### src/rtl/rgb_led_sequencer_if.sv
// Command channel into the RGB LED sequencer: target colour plus fade rate
// over a valid/ready handshake.
interface rgb_led_sequencer_if #(
  parameter int unsigned PWM_BITS = 8
) ();
  logic                cmd_valid;
  logic                cmd_ready;
  logic [PWM_BITS-1:0] cmd_red;
  logic [PWM_BITS-1:0] cmd_green;
  logic [PWM_BITS-1:0] cmd_blue;
  logic [7:0]          cmd_rate;

  modport master (
    output cmd_valid, cmd_red, cmd_green, cmd_blue, cmd_rate,
    input  cmd_ready
  );

  modport slave (
    input  cmd_valid, cmd_red, cmd_green, cmd_blue, cmd_rate,
    output cmd_ready
  );
endinterface

### src/rtl/rgb_led_sequencer.sv
// Sequencer for the iCE40 SB_RGBA_DRV: enables CURREN, waits for it to
// settle, enables RGBLEDEN, fades the three channel levels linearly towards
// the commanded targets and drives the RGBxPWM inputs.
// Optional: define RGB_SEQ_GAMMA_EN for squared (gamma ~2) duty mapping.
module rgb_led_sequencer #(
  parameter int unsigned PWM_BITS      = 8,
  parameter int unsigned SETTLE_CYCLES = 4800,
  parameter int unsigned STEP_CYCLES   = 48000
) (
  input  logic                    clk,
  input  logic                    rst_n,
  rgb_led_sequencer_if.slave      cmd,
  output logic                    busy,
  output logic                    curren,
  output logic                    rgbleden,
  output logic                    red_pwm,
  output logic                    green_pwm,
  output logic                    blue_pwm
);

  localparam int unsigned SETTLE_W = $clog2(SETTLE_CYCLES + 1);
  localparam int unsigned STEP_W   = $clog2(STEP_CYCLES + 1);

  typedef enum logic [2:0] {
    ST_OFF, ST_SETTLE, ST_FADE, ST_IDLE, ST_DRAIN
  } state_e;

  state_e              state_q, state_d;
  logic [SETTLE_W-1:0] settle_q, settle_d;
  logic [STEP_W-1:0]   pre_q, pre_d;
  logic [7:0]          rcnt_q, rcnt_d;
  logic [7:0]          rate_q, rate_d;
  logic [PWM_BITS-1:0] red_lvl_q, red_lvl_d, green_lvl_q, green_lvl_d, blue_lvl_q, blue_lvl_d;
  logic [PWM_BITS-1:0] red_tgt_q, red_tgt_d, green_tgt_q, green_tgt_d, blue_tgt_q, blue_tgt_d;
  logic                curren_q, curren_d, rgbleden_q, rgbleden_d;
  logic                busy_q, busy_d, ready_q, ready_d;
  logic [PWM_BITS-1:0] pwm_cnt_q, pwm_cnt_d;
  logic                red_pwm_q, red_pwm_d, green_pwm_q, green_pwm_d, blue_pwm_q, blue_pwm_d;
  logic [PWM_BITS-1:0] red_duty, green_duty, blue_duty;

  logic accept, latch, cmd_zero, tgt_zero, at_tgt, tick;

  // Move a level one unit towards its target, never past it.
  function automatic logic [PWM_BITS-1:0] step_toward(input logic [PWM_BITS-1:0] lvl,
                                                      input logic [PWM_BITS-1:0] tgt);
    if (lvl < tgt)      return lvl + 1'b1;
    else if (lvl > tgt) return lvl - 1'b1;
    else                return lvl;
  endfunction

  // Next-state, sequencing and fade arithmetic.
  always_comb begin
    state_d     = state_q;
    settle_d    = settle_q;
    pre_d       = pre_q;
    rcnt_d      = rcnt_q;
    rate_d      = rate_q;
    red_lvl_d   = red_lvl_q;
    green_lvl_d = green_lvl_q;
    blue_lvl_d  = blue_lvl_q;
    red_tgt_d   = red_tgt_q;
    green_tgt_d = green_tgt_q;
    blue_tgt_d  = blue_tgt_q;
    curren_d    = curren_q;
    rgbleden_d  = rgbleden_q;
    latch       = 1'b0;

    accept   = cmd.cmd_valid && ready_q;
    cmd_zero = (cmd.cmd_red == '0) && (cmd.cmd_green == '0) && (cmd.cmd_blue == '0);
    tgt_zero = (red_tgt_q == '0) && (green_tgt_q == '0) && (blue_tgt_q == '0);
    at_tgt   = (red_lvl_q == red_tgt_q) && (green_lvl_q == green_tgt_q) &&
               (blue_lvl_q == blue_tgt_q);
    tick     = (pre_q == STEP_W'(STEP_CYCLES - 1));

    case (state_q)
      ST_OFF: begin
        if (accept && !cmd_zero) begin
          latch    = 1'b1;
          curren_d = 1'b1;
          settle_d = SETTLE_W'(SETTLE_CYCLES - 1);
          state_d  = ST_SETTLE;
        end
      end
      ST_SETTLE: begin
        if (settle_q == '0) begin
          rgbleden_d = 1'b1;
          pre_d      = '0;
          rcnt_d     = '0;
          state_d    = ST_FADE;
        end else begin
          settle_d = settle_q - 1'b1;
        end
      end
      ST_IDLE: begin
        if (accept) begin
          latch   = 1'b1;
          pre_d   = '0;
          rcnt_d  = '0;
          state_d = ST_FADE;
        end
      end
      ST_FADE: begin
        if (at_tgt) begin
          if (tgt_zero) begin
            rgbleden_d = 1'b0;
            state_d    = ST_DRAIN;
          end else begin
            state_d = ST_IDLE;
          end
        end else if (rate_q == '0) begin
          red_lvl_d   = red_tgt_q;
          green_lvl_d = green_tgt_q;
          blue_lvl_d  = blue_tgt_q;
        end else begin
          pre_d = tick ? '0 : pre_q + 1'b1;
          if (tick) begin
            if (rcnt_q == rate_q - 8'd1) begin
              rcnt_d      = '0;
              red_lvl_d   = step_toward(red_lvl_q, red_tgt_q);
              green_lvl_d = step_toward(green_lvl_q, green_tgt_q);
              blue_lvl_d  = step_toward(blue_lvl_q, blue_tgt_q);
            end else begin
              rcnt_d = rcnt_q + 8'd1;
            end
          end
        end
      end
      ST_DRAIN: begin
        curren_d = 1'b0;
        state_d  = ST_OFF;
      end
      default: state_d = ST_OFF;
    endcase

    if (latch) begin
      red_tgt_d   = cmd.cmd_red;
      green_tgt_d = cmd.cmd_green;
      blue_tgt_d  = cmd.cmd_blue;
      rate_d      = cmd.cmd_rate;
    end

    busy_d  = (state_d == ST_SETTLE) || (state_d == ST_FADE) || (state_d == ST_DRAIN);
    ready_d = (state_d == ST_OFF) || (state_d == ST_IDLE);

    pwm_cnt_d   = pwm_cnt_q + 1'b1;
    red_pwm_d   = rgbleden_q && (pwm_cnt_q < red_duty);
    green_pwm_d = rgbleden_q && (pwm_cnt_q < green_duty);
    blue_pwm_d  = rgbleden_q && (pwm_cnt_q < blue_duty);
  end

  // State and output registers.
  always_ff @(posedge clk) begin
    if (!rst_n) begin
      state_q     <= ST_OFF;
      settle_q    <= '0;
      pre_q       <= '0;
      rcnt_q      <= '0;
      rate_q      <= '0;
      red_lvl_q   <= '0;
      green_lvl_q <= '0;
      blue_lvl_q  <= '0;
      red_tgt_q   <= '0;
      green_tgt_q <= '0;
      blue_tgt_q  <= '0;
      curren_q    <= 1'b0;
      rgbleden_q  <= 1'b0;
      busy_q      <= 1'b0;
      ready_q     <= 1'b1;
      pwm_cnt_q   <= '0;
      red_pwm_q   <= 1'b0;
      green_pwm_q <= 1'b0;
      blue_pwm_q  <= 1'b0;
    end else begin
      state_q     <= state_d;
      settle_q    <= settle_d;
      pre_q       <= pre_d;
      rcnt_q      <= rcnt_d;
      rate_q      <= rate_d;
      red_lvl_q   <= red_lvl_d;
      green_lvl_q <= green_lvl_d;
      blue_lvl_q  <= blue_lvl_d;
      red_tgt_q   <= red_tgt_d;
      green_tgt_q <= green_tgt_d;
      blue_tgt_q  <= blue_tgt_d;
      curren_q    <= curren_d;
      rgbleden_q  <= rgbleden_d;
      busy_q      <= busy_d;
      ready_q     <= ready_d;
      pwm_cnt_q   <= pwm_cnt_d;
      red_pwm_q   <= red_pwm_d;
      green_pwm_q <= green_pwm_d;
      blue_pwm_q  <= blue_pwm_d;
    end
  end

`ifdef RGB_SEQ_GAMMA_EN
  logic [PWM_BITS-1:0] red_duty_q, red_duty_d, green_duty_q, green_duty_d, blue_duty_q, blue_duty_d;

  // Upper half of level squared: approximate perceptual brightness curve.
  function automatic logic [PWM_BITS-1:0] gamma_map(input logic [PWM_BITS-1:0] lvl);
    logic [2*PWM_BITS-1:0] sq;
    sq = (2*PWM_BITS)'(lvl) * (2*PWM_BITS)'(lvl);
    return sq[2*PWM_BITS-1:PWM_BITS];
  endfunction

  // Gamma-mapped duty, computed from the current levels.
  always_comb begin
    red_duty_d   = gamma_map(red_lvl_q);
    green_duty_d = gamma_map(green_lvl_q);
    blue_duty_d  = gamma_map(blue_lvl_q);
  end

  // Duty pipeline register (adds one cycle of level->pwm latency).
  always_ff @(posedge clk) begin
    if (!rst_n) begin
      red_duty_q   <= '0;
      green_duty_q <= '0;
      blue_duty_q  <= '0;
    end else begin
      red_duty_q   <= red_duty_d;
      green_duty_q <= green_duty_d;
      blue_duty_q  <= blue_duty_d;
    end
  end

  assign red_duty   = red_duty_q;
  assign green_duty = green_duty_q;
  assign blue_duty  = blue_duty_q;
`else
  assign red_duty   = red_lvl_q;
  assign green_duty = green_lvl_q;
  assign blue_duty  = blue_lvl_q;
`endif

  assign cmd.cmd_ready = ready_q;
  assign busy          = busy_q;
  assign curren        = curren_q;
  assign rgbleden      = rgbleden_q;
  assign red_pwm       = red_pwm_q;
  assign green_pwm     = green_pwm_q;
  assign blue_pwm      = blue_pwm_q;

endmodule

### src/flat_wrapper.sv
// flat-port wrapper written by rule: the top's interface ports become plain ports
module rgb_led_sequencer_flat 
#(
  parameter int unsigned PWM_BITS      = 8,
  parameter int unsigned SETTLE_CYCLES = 4800,
  parameter int unsigned STEP_CYCLES   = 48000
)
  (clk, rst_n, busy, curren, rgbleden, red_pwm, green_pwm, blue_pwm, cmd_cmd_valid, cmd_cmd_red, cmd_cmd_green, cmd_cmd_blue, cmd_cmd_rate, cmd_cmd_ready);
  rgb_led_sequencer_if #(.PWM_BITS(PWM_BITS)) cmd_i ();
  input  logic clk;
  input  logic rst_n;
  output logic busy;
  output logic curren;
  output logic rgbleden;
  output logic red_pwm;
  output logic green_pwm;
  output logic blue_pwm;
  input wire logic [$bits(cmd_i.cmd_valid)-1:0] cmd_cmd_valid;
  input wire logic [$bits(cmd_i.cmd_red)-1:0] cmd_cmd_red;
  input wire logic [$bits(cmd_i.cmd_green)-1:0] cmd_cmd_green;
  input wire logic [$bits(cmd_i.cmd_blue)-1:0] cmd_cmd_blue;
  input wire logic [$bits(cmd_i.cmd_rate)-1:0] cmd_cmd_rate;
  output wire logic [$bits(cmd_i.cmd_ready)-1:0] cmd_cmd_ready;
  assign cmd_i.cmd_valid = cmd_cmd_valid;
  assign cmd_i.cmd_red = cmd_cmd_red;
  assign cmd_i.cmd_green = cmd_cmd_green;
  assign cmd_i.cmd_blue = cmd_cmd_blue;
  assign cmd_i.cmd_rate = cmd_cmd_rate;
  assign cmd_cmd_ready = cmd_i.cmd_ready;
  rgb_led_sequencer #(.PWM_BITS(PWM_BITS), .SETTLE_CYCLES(SETTLE_CYCLES), .STEP_CYCLES(STEP_CYCLES)) u_core (.clk(clk), .rst_n(rst_n), .cmd(cmd_i), .busy(busy), .curren(curren), .rgbleden(rgbleden), .red_pwm(red_pwm), .green_pwm(green_pwm), .blue_pwm(blue_pwm));
endmodule
### config.mk
export PLATFORM = sky130hd
export DESIGN_NAME = rgb_led_sequencer_flat
export DESIGN_NICKNAME = d
export VERILOG_FILES = /design/src/rtl/rgb_led_sequencer_if.sv /design/src/rtl/rgb_led_sequencer.sv /design/src/flat_wrapper.sv
export SDC_FILE = /design/constraint.sdc
export NUM_CORES = 1
export LEC_CHECK = 0
export CAP_MARGIN = 15
export CORE_ASPECT_RATIO = 0.75
export CORE_MARGIN = 1
export CORE_UTILIZATION = 42
export DETAILED_ROUTE_END_ITERATION = 6
export GPL_ROUTABILITY_DRIVEN = 0
export SLEW_MARGIN = 0
export SYNTH_ARGS = -nofsm -noshare
export SYNTH_HDL_FRONTEND = slang
export SYNTH_SLANG_ARGS = --single-unit
### constraint.sdc
create_clock -name clk -period 3.28 [get_ports clk]
set_clock_uncertainty 0.15 [all_clocks]
set_input_delay 0.656 -clock clk [delete_from_list [all_inputs] [get_ports clk]]
set_output_delay 0.656 -clock clk [all_outputs]
set_load 0.03 [all_outputs]
==> impl_metrics.prom <==
# TYPE chip_impl_metric gauge
chip_impl_info{name="outcome",value="completed"} 1
chip_impl_metric{name="post_synth.cell_area_avg",unit="sq um"} 8.13
chip_impl_metric{name="groute.usage.overall",unit="%"} 22.3
chip_impl_info{name="clock_tree_from_tritoncts",value="built"} 1
chip_impl_metric{name="max_capacitance_violation_total",unit=""} 0
chip_impl_metric{name="synthAdderAreaFrac",unit="%"} 13.3
chip_impl_metric{name="p_switching",unit="mW"} 1.49
chip_impl_info{name="main_combinational_cell_family_by_area_after_synthesis",value="simple AND/OR/NAND/NOR gates"} 1
chip_impl_metric{name="row_count",unit=""} 41
chip_impl_metric{name="power",unit="mW"} 4.31
chip_impl_metric{name="syn_inst",unit=""} 886
chip_impl_metric{name="wire_length_after_detailed_routing",unit="um"} 18900
chip_impl_metric{name="antenna_found_initial",unit=""} 0
chip_impl_metric{name="grt_start_max_net_pins",unit=""} 34
chip_impl_metric{name="die_y",unit="um"} 115
chip_impl_metric{name="pwr-share-comb",unit="%"} 37.3
chip_impl_info{name="hold_end",value="u_core.curren"} 1
chip_impl_metric{name="nets",unit=""} 1110
chip_impl_metric{name="drc_errors",unit=""} 0
chip_impl_metric{name="max-slew-margin-rel",unit="%"} 50.8
chip_impl_metric{name="cts_hold_buffers",unit=""} 0
chip_impl_metric{name="timing_worst_slew_pin_value",unit="ns"} 0.720
chip_impl_info{name="slowest_stage",value="sky130_fd_sc_hd__dfxtp_1"} 1
chip_impl_metric{name="drt_first_pass_iters",unit=""} 5
chip_impl_metric{name="nFillCells",unit=""} 1556
chip_impl_metric{name="share_seq_of_total_power",unit="%"} 35.3
chip_impl_metric{name="switching_share",unit="%"} 34.6
chip_impl_metric{name="synth_mux_area_share",unit="%"} 1.81
chip_impl_metric{name="synthesis.nets",unit=""} 996
chip_impl_metric{name="path_max_fanout",unit=""} 6
chip_impl_metric{name="vdd_ir_drop_max",unit="V"} 0.000245
chip_impl_metric{name="detailedRoute.firstIterationViolations",unit=""} 319
chip_impl_metric{name="p_leak",unit="nW"} 3.53
chip_impl_metric{name="yosys_warnings",unit=""} 0
chip_impl_metric{name="grt_pass1_vias",unit=""} 6138
chip_impl_metric{name="io_pins",unit=""} 42
chip_impl_metric{name="cell_depth_of_the_worst_flop_to_flop_path",unit=""} 14
chip_impl_info{name="critical_path_class",value="register to register"} 1
chip_impl_metric{name="core",unit="sq mm"} 0.0168
chip_impl_info{name="crit_path_cell_trace",value="inv_1, ha_1, nor2b_1, o211ai_1, a21oi_2, or2_4, ha_1, a21oi_2, o211ai_1, o21a_1, o21a_1, a211o_1, a311oi_2, nor3b_1"} 1
chip_impl_info{name="hold_path_class",value="register to register"} 1
chip_impl_info{name="critical_register_to_register_path_endpoint",value="u_core.blue_duty[7]"} 1
chip_impl_metric{name="area.growth.synth_to_final",unit="%"} 24.9
chip_impl_metric{name="timing.final.crit_share",unit="%"} 99.7
chip_impl_info{name="crit_path_end_kind",value="register"} 1
chip_impl_metric{name="clock_insertion_delay_worst_skew",unit="ns"} 0.36
chip_impl_metric{name="cts_buffers",unit=""} 9
chip_impl_metric{name="yosys.area_share.simple",unit="%"} 23.9
chip_impl_metric{name="cts-root-to-sink-buffers",unit=""} 2
chip_impl_info{name="grt_setup_unrepaired",value="yes"} 1
chip_impl_metric{name="holdPathStages",unit=""} 2
chip_impl_metric{name="starting_density_of_the_core",unit="%"} 42.9
chip_impl_metric{name="post_synth_edffs",unit=""} 0
chip_impl_metric{name="diodes",unit=""} 0
chip_impl_metric{name="slew_viol_final",unit=""} 0
chip_impl_metric{name="final_layout_size_suffix_gt1_share",unit="%"} 16.4
chip_impl_metric{name="cellInternalPower",unit="mW"} 2.82
chip_impl_metric{name="cp.arrival",unit="ns"} 3.36
chip_impl_metric{name="cts.sink_count",unit=""} 111
chip_impl_metric{name="final-setup-viol-count",unit=""} 0
chip_impl_metric{name="clk_pin_slew",unit="ns"} 0.08
chip_impl_metric{name="async_flop_share",unit="%"} 0
chip_impl_metric{name="yosys.cell_types.count",unit=""} 62
chip_impl_metric{name="die_width",unit="um"} 153
chip_impl_metric{name="place_worst_setup_slack",unit="ns"} -0.124
chip_impl_metric{name="final_hold_violation_count",unit=""} 0
chip_impl_metric{name="detailedPlacementHpwl",unit="um"} 14400
chip_impl_info{name="clock_root_buffer",value="sky130_fd_sc_hd__clkbuf_16"} 1
chip_impl_metric{name="placedCellCount",unit=""} 1196
chip_impl_info{name="timing.critical_path.from_type",value="register"} 1
chip_impl_metric{name="vias",unit=""} 6522
chip_impl_metric{name="final.setup.worst_slack",unit="ns"} 0.0114
chip_impl_info{name="min_from",value="u_core.curren"} 1
chip_impl_metric{name="max_freq",unit="MHz"} 306
chip_impl_metric{name="final-instance-count-excl-fill",unit=""} 1220
chip_impl_metric{name="synth_sequential_area_ratio",unit="%"} 30.9
chip_impl_metric{name="max_stage_delay",unit="ns"} 0.33
chip_impl_metric{name="synthXorXnorAreaFrac",unit="%"} 5.84
chip_impl_info{name="postSynth.topFlopCell",value="sky130_fd_sc_hd__dfxtp_1"} 1
chip_impl_metric{name="regToRegSetupSlack",unit="ns"} 0.01
chip_impl_metric{name="clock_power_share",unit="%"} 27.3
chip_impl_metric{name="wl_per_cell",unit="um"} 15.5
chip_impl_metric{name="synth-compound-area-share",unit="%"} 18.8
chip_impl_metric{name="die_area",unit="sq mm"} 0.0177
chip_impl_metric{name="post_drt_via_cell_ratio",unit=""} 5.35
chip_impl_metric{name="grt_pass1_wl",unit="um"} 31300
chip_impl_metric{name="finalCriticalPeriod",unit="ns"} 3.27
chip_impl_metric{name="count_of_nets_left_with_antenna_violations_after_detail_routing",unit=""} 0
chip_impl_metric{name="yosys_register_bits",unit=""} 111
chip_impl_metric{name="port-buffer-count",unit=""} 41
chip_impl_metric{name="powerDensity",unit="mW/mm^2"} 480
chip_impl_metric{name="ctsHtreeMaxLevel",unit=""} 3
chip_impl_metric{name="cp.required",unit="ns"} 3.37
chip_impl_info{name="r2r-start",value="u_core.blue_tgt_q[1]"} 1
chip_impl_metric{name="post_synth_instance_area",unit="sq mm"} 0.00720
chip_impl_metric{name="global_route.overflow_total",unit=""} 0
## worst max-delay path: cells and delay by family (launching register included)
kind	cells	cell delay [ns]
AOI/OAI and AO/OA	8	1.56
and+or+nand+nor	3	0.48
adders and majority gates	2	0.58
DFF	1	0.33
buffers and inverters	1	0.06
## cell type report
type	instances	area, sq um	area share (%)
Timing Repair Buffer	139	1160	12.9
Tap cell	215	269	2.99
Inverter	61	229	2.55
Clock buffer	11	253	2.81
Multi-Input combinational cell	678	4790	53.3
Sequential cell	111	2230	24.8
Clock inverter	5	62.6	0.696
## synth_stat cells, types with 6 or more instances
cell type	number	area, sq um
sky130_fd_sc_hd__and3_1	6	37.5
sky130_fd_sc_hd__o211ai_1	13	97.6
sky130_fd_sc_hd__o21ai_0	31	155
sky130_fd_sc_hd__nor2b_1	38	238
sky130_fd_sc_hd__nand3_1	47	235
sky130_fd_sc_hd__a21o_1	14	105
sky130_fd_sc_hd__mux2i_1	13	130
sky130_fd_sc_hd__o21ai_1	7	35.0
sky130_fd_sc_hd__a21oi_1	64	320
sky130_fd_sc_hd__inv_1	61	229
sky130_fd_sc_hd__nand2_1	48	180
sky130_fd_sc_hd__o31ai_1	13	97.6
sky130_fd_sc_hd__o21a_1	10	75.1
sky130_fd_sc_hd__or2_2	7	43.8
sky130_fd_sc_hd__a21boi_0	11	82.6
sky130_fd_sc_hd__dfxtp_1	111	2220
sky130_fd_sc_hd__nor4_1	23	144
sky130_fd_sc_hd__xor2_1	18	158
sky130_fd_sc_hd__clkbuf_1	29	109
sky130_fd_sc_hd__nand4_1	16	100
sky130_fd_sc_hd__nor2_1	85	319
sky130_fd_sc_hd__ha_1	72	901
sky130_fd_sc_hd__or3_1	11	68.8
sky130_fd_sc_hd__o21bai_1	7	52.6
sky130_fd_sc_hd__nor3_1	21	105
sky130_fd_sc_hd__and2_1	7	43.8
sky130_fd_sc_hd__xnor2_1	30	263
sky130_fd_sc_hd__nand2b_1	8	50.1
## stage by stage
stage	area, sq um	util [%]	hold WS, ns	setup TNS, ns
finish	8990	53.6	0.321	0
global route	8990	53.6	0.355	-0.315
CTS	8850	52.7	0.327	0
detailed placement	8420	50.2	0.316	-0.216
global placement	8420	50.2	0.300	-0.00214
floorplan	7200	-	0.292	0
## metal layers
layer	GRT usage [%]	share of wire, %	up-vias
li1	-	-	3377
met1	32.1	53	2989
met2	33.5	41	127
met3	4.30	4.2	29
met4	6.87	1.9	0
met5	0	0	-
## power groups by stage
| stage | clock network [mW] | registers [mW] | logic, mW |
|---|---|---|---|
| final | 1.18 | 1.52 | 1.61 |
| after global routing | 1.26 | 1.54 | 1.79 |
| after CTS | 1.21 | 1.52 | 1.52 |
| after detailed placement | 0 | 1.55 | 1.46 |
| after global placement | 0 | 1.55 | 1.45 |
| after floorplan | 0 | 1.55 | 0.961 |
## flip-flops by register name, indices dropped and copies added, names as in the netlist, 3 cells and up
signal              cells
u_core.pre_q           16
u_core.settle_q        13
u_core.blue_duty        8
u_core.blue_tgt_q       8
u_core.green_duty       8
u_core.green_tgt_q      8
u_core.pwm_cnt_q        8
u_core.rate_q           8
u_core.rcnt_q           8
u_core.red_duty         8
u_core.red_tgt_q        8
u_core.state_q          3
## worst max path at each step
stage | startpoint | to | slack [ns] | cells after the start
floorplan | u_core.red_tgt_q[1] | u_core.red_duty[7] | 0.05 | 14
global placement | u_core.red_tgt_q[1] | u_core.red_duty[7] | -0.002 | 14
detailed placement | u_core.red_tgt_q[1] | u_core.red_duty[7] | -0.12 | 14
CTS | u_core.red_duty[1] | u_core.red_duty[7] | 0.03 | 13
global route | u_core.blue_tgt_q[1] | u_core.blue_duty[7] | -0.22 | 14
finish | u_core.blue_tgt_q[1] | u_core.blue_duty[7] | 0.01 | 14
## cell usage in the layout (no fill, tap or decap), types with 11 or more instances in the layout
cell / synthesis / final
sky130_fd_sc_hd__mux2i_1: 13 / 13
sky130_fd_sc_hd__o21ai_0: 31 / 30
sky130_fd_sc_hd__xnor2_1: 30 / 30
sky130_fd_sc_hd__or3_1: 11 / 11
sky130_fd_sc_hd__nor3_1: 21 / 20
sky130_fd_sc_hd__clkdlybuf4s50_1: 0 / 40
sky130_fd_sc_hd__o31ai_1: 13 / 13
sky130_fd_sc_hd__a21o_1: 14 / 14
sky130_fd_sc_hd__nand4_1: 16 / 16
sky130_fd_sc_hd__buf_4: 1 / 96
sky130_fd_sc_hd__nand3_1: 47 / 46
sky130_fd_sc_hd__nor4_1: 23 / 22
sky130_fd_sc_hd__ha_1: 72 / 65
sky130_fd_sc_hd__o211ai_1: 13 / 13
sky130_fd_sc_hd__dfxtp_1: 111 / 107
sky130_fd_sc_hd__a21oi_1: 64 / 53
sky130_fd_sc_hd__xor2_1: 18 / 18
sky130_fd_sc_hd__inv_1: 61 / 59
sky130_fd_sc_hd__nor2b_1: 38 / 37
sky130_fd_sc_hd__nor2_1: 85 / 85
sky130_fd_sc_hd__nand2_1: 48 / 48
sky130_fd_sc_hd__a21boi_0: 11 / 11
## what timing repair did
action / in CTS / in global routing
pin swaps: 7 / 24
setup endpoints to repair: 3 / 21
gates resized for setup: 13 / 25
setup buffers: 3 / 5
## cell families after synthesis
logic type | after synthesis
AND/OR/NAND/NOR | 336
buffers and inverters | 97
multiplexers | 13
adder cells (fa/ha/maj) | 75
XOR/XNOR | 48
AO/OA/AOI/OAI | 206
flip-flops | 111
No activity file was read; power rests on OpenSTA's default activity.
